--- config.mk ---
export PLATFORM = sky130hd
export DESIGN_NAME = seq_chunk_feeder
export DESIGN_NICKNAME = d
export VERILOG_FILES = /design/src/rtl/seq_chunk_feeder.sv
export SDC_FILE = /design/constraint.sdc
export NUM_CORES = 2
export LEC_CHECK = 0
export ABC_CLOCK_PERIOD_IN_PS = 14500
export CAP_MARGIN = 20
export CORE_MARGIN = 4
export CORE_UTILIZATION = 65
export CTS_CLUSTER_SIZE = 28
export DETAILED_ROUTE_END_ITERATION = 6
export HOLD_SLACK_MARGIN = 0.06
export PLACE_DENSITY = 0.87
export SLEW_MARGIN = 0
export SYNTH_ARGS = -nofsm -noshare
export SYNTH_HDL_FRONTEND = slang
export SYNTH_SLANG_ARGS = --single-unit
export TNS_END_PERCENT = 5
--- constraint.sdc ---
create_clock -name clk -period 14.5 [get_ports clk]
set_input_delay 2.9 -clock clk [delete_from_list [all_inputs] [get_ports clk]]
set_output_delay 2.9 -clock clk [all_outputs]
set_load 0.05 [all_outputs]
--- src/rtl/seq_chunk_feeder.sv ---
// seq_chunk_feeder
// Sequence source for one side (S or T) of the PE-array controller.
// The block accepts an ASCII nucleotide stream, stores it as 2-bit codes
// (A=0, C=1, G=2, T=3, case-insensitive), and then serves PE_NUM-base chunks
// on request. Each chunk carries a per-base valid mask and a last flag.
// After the final chunk the read pointer wraps to 0, so the T sequence can
// be replayed once for every S chunk.
//
// Ports:
//   clk, rst   clock; asynchronous active-high reset
//   clear      synchronous flush back to IDLE (highest priority)
//   inData     ASCII base, inValid qualifies it, inLast marks the final byte
//   inReady    high while the sequence is being loaded (IDLE/LOAD)
//   request    one-cycle pulse: deliver the next chunk (READY only)
//   rewind     reset the chunk pointer to 0
//   seqOut     chunk data, base i at bits [2i+1:2i]; unused slots read 0
//   seqValid   bit i set when base i is a real base
//   seqLast    chunk is the final chunk of the sequence
//   seqReady   sequence loaded, requests are served
//   seqLen     number of stored bases (saturates at MAX_LEN)
//   error      sticky: invalid character, overflow or empty sequence
module seq_chunk_feeder #(
    parameter int unsigned PE_NUM   = 64,
    parameter int unsigned MAX_LEN  = 1024,
    parameter int unsigned LEN_BITS = 11
) (
    input  logic                  clk,
    input  logic                  rst,
    input  logic                  clear,
    input  logic [7:0]            inData,
    input  logic                  inValid,
    input  logic                  inLast,
    output logic                  inReady,
    input  logic                  request,
    input  logic                  rewind,
    output logic [PE_NUM*2-1:0]   seqOut,
    output logic [PE_NUM-1:0]     seqValid,
    output logic                  seqLast,
    output logic                  seqReady,
    output logic [LEN_BITS-1:0]   seqLen,
    output logic                  error
);

    localparam int unsigned ADDR_W       = (MAX_LEN > 1) ? $clog2(MAX_LEN) : 1;
    localparam int unsigned N_CHUNKS_MAX = MAX_LEN / PE_NUM;
    localparam int unsigned K_W          = (N_CHUNKS_MAX > 1) ? $clog2(N_CHUNKS_MAX) : 1;

    typedef enum logic [1:0] {
        S_IDLE,
        S_LOAD,
        S_READY
    } state_t;

    state_t                 r_state;
    state_t                 w_state_nxt;

    logic [1:0]             r_mem [MAX_LEN];
    logic [LEN_BITS-1:0]    r_len;
    logic [K_W-1:0]         r_k;
    logic                   r_err;
    logic [PE_NUM*2-1:0]    r_seq_out;
    logic [PE_NUM-1:0]      r_seq_valid;
    logic                   r_seq_last;

    logic [1:0]             w_code;
    logic                   w_char_ok;
    logic                   w_in_ready;
    logic                   w_hs;
    logic                   w_full;
    logic                   w_store;
    logic [LEN_BITS-1:0]    w_len_after;
    logic                   w_err_set;

    logic [LEN_BITS:0]      w_nchunks;
    logic [K_W-1:0]         w_k_eff;
    logic [K_W-1:0]         w_k_nxt;
    logic [LEN_BITS-1:0]    w_base;
    logic [LEN_BITS-1:0]    w_rem;
    logic [LEN_BITS-1:0]    w_addr;
    logic                   w_is_last;
    logic [PE_NUM*2-1:0]    w_chunk;
    logic [PE_NUM-1:0]      w_valid;

    // ASCII to 2-bit code
    always_comb begin
        w_code    = 2'd0;
        w_char_ok = 1'b0;
        case (inData)
            8'h41, 8'h61: begin w_code = 2'd0; w_char_ok = 1'b1; end
            8'h43, 8'h63: begin w_code = 2'd1; w_char_ok = 1'b1; end
            8'h47, 8'h67: begin w_code = 2'd2; w_char_ok = 1'b1; end
            8'h54, 8'h74: begin w_code = 2'd3; w_char_ok = 1'b1; end
            default:      begin w_code = 2'd0; w_char_ok = 1'b0; end
        endcase
    end

    // The write pointer is the stored length itself: dropped bytes never advance it.
    assign w_in_ready  = (r_state != S_READY);
    assign w_hs        = inValid & w_in_ready;
    assign w_full      = (r_len == LEN_BITS'(MAX_LEN));
    assign w_store     = w_hs & w_char_ok & ~w_full;
    assign w_len_after = w_store ? (r_len + LEN_BITS'(1)) : r_len;
    assign w_err_set   = w_hs & (~w_char_ok | w_full | (inLast & (w_len_after == '0)));

    // FSM: state register
    always_ff @(posedge clk or posedge rst) begin
        if (rst) begin
            r_state <= S_IDLE;
        end else begin
            r_state <= w_state_nxt;
        end
    end

    // FSM: next state. IDLE and LOAD treat a handshake identically, so a
    // single-byte sequence completes straight from IDLE.
    always_comb begin
        w_state_nxt = r_state;
        if (clear) begin
            w_state_nxt = S_IDLE;
        end else begin
            case (r_state)
                S_IDLE, S_LOAD: begin
                    if (w_hs) begin
                        if (inLast) begin
                            w_state_nxt = (w_len_after == '0) ? S_IDLE : S_READY;
                        end else begin
                            w_state_nxt = S_LOAD;
                        end
                    end
                end
                S_READY: w_state_nxt = S_READY;
                default: w_state_nxt = S_IDLE;
            endcase
        end
    end

    // Chunk selection. A same-cycle rewind makes chunk 0 the one delivered.
    always_comb begin
        w_nchunks = ((LEN_BITS+1)'(r_len) + (LEN_BITS+1)'(PE_NUM - 1)) / (LEN_BITS+1)'(PE_NUM);
        w_k_eff   = rewind ? '0 : r_k;
        w_base    = LEN_BITS'(w_k_eff) * LEN_BITS'(PE_NUM);
        w_rem     = r_len - w_base;
        w_is_last = (((LEN_BITS+1)'(w_k_eff) + (LEN_BITS+1)'(1)) == w_nchunks);
        w_k_nxt   = w_is_last ? '0 : (w_k_eff + K_W'(1));
        w_chunk   = '0;
        w_valid   = '0;
        w_addr    = '0;
        for (int unsigned i = 0; i < PE_NUM; i++) begin
            w_addr     = w_base + LEN_BITS'(i);
            w_valid[i] = (LEN_BITS'(i) < w_rem);
            w_chunk[2*i +: 2] = w_valid[i] ? r_mem[w_addr[ADDR_W-1:0]] : 2'b00;
        end
    end

    // Base buffer: contents are don't-care after reset/clear, so no reset here.
    always_ff @(posedge clk) begin
        if (w_store && !clear) begin
            r_mem[r_len[ADDR_W-1:0]] <= w_code;
        end
    end

    always_ff @(posedge clk or posedge rst) begin
        if (rst) begin
            r_len       <= '0;
            r_k         <= '0;
            r_err       <= 1'b0;
            r_seq_out   <= '0;
            r_seq_valid <= '0;
            r_seq_last  <= 1'b0;
        end else if (clear) begin
            r_len       <= '0;
            r_k         <= '0;
            r_err       <= 1'b0;
            r_seq_out   <= '0;
            r_seq_valid <= '0;
            r_seq_last  <= 1'b0;
        end else begin
            r_len <= w_len_after;
            if (w_err_set) begin
                r_err <= 1'b1;
            end
            if ((r_state == S_READY) && request) begin
                r_seq_out   <= w_chunk;
                r_seq_valid <= w_valid;
                r_seq_last  <= w_is_last;
                r_k         <= w_k_nxt;
            end else if (rewind) begin
                r_k <= '0;
            end
        end
    end

    assign inReady  = w_in_ready;
    assign seqReady = (r_state == S_READY);
    assign seqOut   = r_seq_out;
    assign seqValid = r_seq_valid;
    assign seqLast  = r_seq_last;
    assign seqLen   = r_len;
    assign error    = r_err;

endmodule

Yosys cells after proc, flatten, opt, wreduce, memory -nomap -nowiden:

Memories as Yosys holds them, arrays and structs flattened.
Index checks and enable logic that the tools add are counted.

* $add $sub $neg: 68
* $mul: 0
* divide/modulo/power cells: 0
* $lt $le $gt $ge: 64
* eq/ne operators: 14
* shift-type cells: 0
* muxes and demuxes: 87
* bitwise gates (word level): 9
* reductions and logical operators: 12

Operators with widths (count)
* 6-bit by 11-bit < comparator with 1-bit output, first input constant: 32
* 10-bit by 6-bit adder with 10-bit output, second input constant: 32
* 128-bit 2-to-1 mux: 2
* 5-bit by 11-bit < comparator with 1-bit output, first input constant: 16
* 10-bit by 5-bit adder with 10-bit output, second input constant: 16
* 2-bit 2-to-1 mux: 68
* 64-bit 2-to-1 mux: 2
* 4-bit by 11-bit < comparator with 1-bit output, first input constant: 8
* 10-bit by 4-bit adder with 10-bit output, second input constant: 8
* 8-bit by 7-bit == test with 1-bit output, second input constant: 8
* 3-bit by 11-bit < comparator with 1-bit output, first input constant: 4
* 10-bit by 3-bit adder with 10-bit output, second input constant: 4
* 1-bit by 11-bit < comparator with 1-bit output, first input constant: 2
* 2-bit by 11-bit < comparator with 1-bit output, first input constant: 2
* 11-bit 2-to-1 mux: 2
* 10-bit by 2-bit adder with 10-bit output, second input constant: 2
* 4-bit 2-to-1 mux: 4
* 11-bit by 6-bit adder with 12-bit output, second input constant: 1
* 11-bit by 1-bit adder with 11-bit output, second input constant: 1
* 11-bit == test, second input constant: 1
* 11-bit zero test: 1
* 11-bit by 10-bit subtractor with 11-bit output: 1
* 10-bit by 1-bit adder with 10-bit output, second input constant: 1
* 2-bit OR reduction: 4
* 18 further kinds: 32

* register bits after elaboration: 211
* latch bits: 0
* RAM bits: 2048
* memory bits (read-only): 0
* input port bits: 15
* output and inout bits: 207
* word-level logic and storage cells: 262
* memories: 1

Memory list
* r_mem: words 1024, width 2, rd ports 64, clocked after memory_dff 0, write ports 1, line 57 `logic [1:0] r_mem [MAX_LEN];`

Logic depth before layout (Yosys ltp):

* word-level depth: 12
* gate-level depth with buffers: 17

Least setup slack after synthesis:

Ideal clock, no wire load.

* kind: input-to-reg
* start point: in inData[3]
* end point: mem r_mem[0][0], data pin
* setup time: 5685 ps
* arrival time: 30621 ps
* slack: -21806 ps
* stages on the path: 2
* cells stage by stage: or3b_2 > a21oi_1

* cells in the longest elaborated chain, start to end: 3

RTL lines
* start: declaration: line 30 `input logic [7:0] inData,`
* 8-bit by 7-bit == test with 1-bit output: line 88 `case (inData)`
* 2-bit OR reduction
* 2-bit case mux with 3 select lines *: line 88
* named net w_code[0]: line 65 `logic [1:0] w_code;`
* end: declaration: line 57

Mark *: on every way through the listed nets, which the timed path passes. The rest lies on a longest branch.

Final worst setup path:

* start point: in rewind
* end point: reg r_seq_out[2], in the netlist seqOut[2]

* cells in the longest elaborated chain, start to end: 6

RTL lines
* start: declaration: line 35 `input logic rewind,`
* 4-bit 2-to-1 mux *
* 10-bit by 1-bit adder with 10-bit output or 11-bit by 10-bit subtractor with 11-bit output (tied branches): line 149, 142
* memory read 1024 x 2 bit or 1-bit by 11-bit < comparator with 1-bit output (tied branches)
* 2-bit 2-to-1 mux *: line 151 `w_chunk[2*i +: 2] = w_valid[i] ? r_mem[w_addr[ADDR_W-1:0]] : 2'b00;`
* 128-bit 2-to-1 mux *: line 182 `if ((r_state == S_READY) && request) begin`
* 128-bit 2-to-1 mux *: line 170 `end else if (clear) begin`
* end signal: assignment: line 183 `r_seq_out <= w_chunk;`
* end: declaration: line 61 `logic [PE_NUM*2-1:0] r_seq_out;`

Mark *: on every way between the ends. The rest lies on a longest branch, timed or not. The select of a mux whose other input is x is not followed.
A chain may end at the register's enable or synchronous reset.

==> implementation parameters <==
Parameter                              Value

Run status
  Result of the run ... finished, violations left
  Failing checks ... DRC

Worst hold path
  Startpoint of the tightest hold check path ... seqValid[58]
  Classification of the worst-slack hold path ... reg2reg
  Destination of the worst hold path ... seqValid[58]
  WHS Path Cells ... 1

Layout
  Share of final-layout standard cells stronger than drive strength 1 ... 12.1%
  Sequential cell area ... 66,800 um2
  Fin nets ... 6,672
  Footprint of the multi-input gates ... 24,200 um2
  Final core utilization ... 73.4%
  Area growth, synth to finish ... 11.7%
  Layout fillers ... 7,785

Critical path
  Crit Reg-Reg Startpoint ... r_k[2]
  Arrival time worst endpoint ... 8500 ps
  Ordered cell list for the critical path ... buf_6 -> buf_4 -> nor2b_4 -> inv_6 -> ha_1 -> o21a_1 -> or3_1 -> a2111oi_4 -> buf_4 -> nor2b_4 -> buf_4 -> a31oi_1 -> a22o_1
  Number of cells traversed by the worst register-to-register path ... 11
  Critical path class ... in2reg
  Family with the most delay on the worst path ... buffers and inverters
  Worst path buffer plus inverter count ... 5
  Worst R2R Setup Slack ... 8790 ps
  Critical path fanouts, max ... 43
  Endpoint kind of the worst setup timing path ... flop
  Kind of start point of the critical path ... input port
  Reg-to-reg endpoint ... seqOut[2]
  Cell with the biggest individual delay on the critical path ... a2111oi_4
  Cell mode on critical path ... buf_4
  Required time worst endpoint ... 15,240 ps
  Critical path's largest stage delay ... 780 ps

Synthesis
  Number of flops mapped to enable cells by yosys ... 2,048
  Most frequent cell after synthesis ... edfxtp_1
  Predominant post-synthesis flop cell ... edfxtp_1
  Top cell type by total area after synthesis ... edfxtp_1
  Synthesized cell area ... 93,200 um2
  Warnings from Yosys ... 0
  Library cells used by synthesis ... 65
  Synthesized instance count ... 6,679
  Share of synthesized registers carrying an async set or reset ... 9.34%
  Post-synthesis sequential element count ... 2,259
  Post-Synthesis Net Count ... 6,704
  Commonest cells post-synth ... 2,048 x edfxtp_1, 1,214 x nor2_1, 510 x nand2_1, 398 x clkbuf_1, 251 x a21oi_1
  Largest cells by area after synthesis ... edfxtp_1 66%, dfrtp_1 5.7%, nor2_1 4.9%
  Sequential fraction of the synthesis area ... 71.7%
  Portion of synthesized cell area occupied by the leading cell type ... 66.0%
  Post-Syn Area per Cell ... 14.0 um2

Timing
  Measured slew at the worst slew-check pin ... 1370 ps
  Headroom to the max-slew limit ... 8.44%
  Unrepaired setup endpoints after global routing ... no
  Slack of the critical path ... 6750 ps
  Worst hold slack ... 476 ps
  Number of slew-limit violations in the final report ... 0
  Final critical delay including setup and external delays ... 7750 ps
  Fmax ... 129 MHz
  Final worst path period share ... 53.5%
  Final sum of negative setup slack ... 0 ps
  Clock Skew ... 38.6 ps
  Hold Fails Final Rpt ... 0
  Final setup fails ... 0

Detailed routing
  Total vias in the final route ... 64,500
  Detailed-router iteration count before antenna repair ... 7
  Remaining number of nets flagged by the antenna check after routing ... 0
  Via density per instance ... 7.38
  DRT Wirelength ... 287,000 um
  DRC marker count from the first detailed-route iteration ... 12,900
  Detail-routed net length per standard cell ... 32.8 um
  Drc violations ... 90

Pwr
  Standby leakage power ... 29.5 nW
  Pwr Total ... 12.8 mW
  Cell area power density ... 123 nW/um2
  Worst IR Drop VDD ... 0.122 mV

Clock tree
  Number of clock sinks seen by CTS ... 2,259
  Post-CTS setup buffers ... 0
  Post-CTS clock slew at the launch and capture registers of the worst setup and hold paths ... 70 ps
  Number of H-tree branching levels ... 4
  Clock Root Buffer ... clkbuf_16
  CTS tree ... yes
  Clk_lat worst skew ... 870 ps
  Total of cells resized after clock tree synthesis ... 0
  CTS Buffer Depth ... 3
  Number of buffers inserted during clock tree synthesis ... 210
  Hold buffers post-CTS ... 0

Placement
  Worst Setup Slack post-DPL ... 6250 ps
  I/O Buffers ... 220
  DP HPWL ... 146,000 um
  Routability Congestion ... 0.900

GRT
  Total overflow reported by the global router ... 0
  Antenna violations before repair ... 17
  Total global-route track usage ... 37.4%
  Maximum number of pins on one net before global-route repair ... 254
  Number of global-route vias before repair ... 63,900
  Global-route wire length before repair ... 412,000 um

Floorplan
  Die area ... 149,000 um2
  Top-Level Pins ... 222
  Starting Density ... 65.7%
  Width of the chip ... 387 um
  Row Count ... 138
  Core Footprint ... 142,000 um2
  Vertical die dimension ... 387 um

Flow run
  Max-cap viol count ... 0
where the power goes:
group | switching [mW] | internal [mW]
Clock | 2.46 | 3.29
Sequential | 0.000616 | 7.02
Combinational | 0.0689 | 0.0122
final cells by class:
type / count / area share, %
sequential: 2259 / 64.1
multi-input combinational: 3819 / 23.2
clock buffer: 294 / 5.68
timing repair buffer: 342 / 3.41
tap: 1890 / 2.27
clock inverter: 100 / 1.16
inverter: 15 / 0.0805
antenna: 12 / 0.0288
how the worst max path moves through the flow:
stage	from	endpoint	slack, ps	cells past startpoint
after floorplan	inData[0]	r_mem[0][1]	-6110	3
after global placement	rewind	seqOut[0]	6320	14
after detailed placement	rewind	seqOut[3]	6250	13
after CTS	rewind	seqOut[0]	7150	13
after global routing	rewind	seqOut[2]	6860	14
final	rewind	seqOut[2]	6750	13
flip-flops by register name, summed over array words and instances (netlist names):
name,flops
r_k,4
seqLen,11
seqLast,1
r_mem,2048
seqValid,64
seqOut,128
error,1
r_state,2
logic make-up after synthesis:
| kind of cell | count (synthesis) | synth area share (%) |
|---|---|---|
| AOI/OAI and AO/OA | 1251 | 9.28 |
| xor gates and xnor gates | 18 | 0.169 |
| adders and majority gates | 10 | 0.142 |
| buffers and inverters | 601 | 2.74 |
| DFF | 2259 | 71.7 |
| muxes | 562 | 7.50 |
| and+or+nand+nor | 1978 | 8.52 |
layer usage:
metal / routed length [um] / global-route usage [%] / vias to the layer above
met1: 88100 / 46.8 / 30900
met2: 126000 / 54.4 / 6877
met5: 122 / 0 / -
li1: - / - / 25000
met3: 51600 / 15.6 / 1664
met4: 21200 / 23.4 / 12
through the flow:
step	cells	area, um2
after CTS	8703	104000
after floorplan	6679	93200
after global placement	8303	96500
final	8731	104000
after detailed placement	8309	96600
after global routing	8719	104000
cell usage in the layout, fill, tap and decap left out, drive strengths merged, types with 123 or more instances in the layout:
master,count
a211oi,145
a21oi,251
a221oi,135
a31oi,123
clkbuf,296
clkdlybuf4s50,219
dfrtp,211
edfxtp,2048
mux2,233
mux2i,243
nand2,510
nor2,1215
o21ai,183
worst register-to-register path: stages, from the launching register on:
cell       delay [ps]
dfrtp_4           730
nor2b_4           680
inv_6             230
ha_1              390
o21a_1            120
or3_1             350
a2111oi_4         780
buf_4             490
nor2b_4           680
buf_4             570
a31oi_1           290
a22o_1            280
No activity file was read; power rests on OpenSTA's default activity.
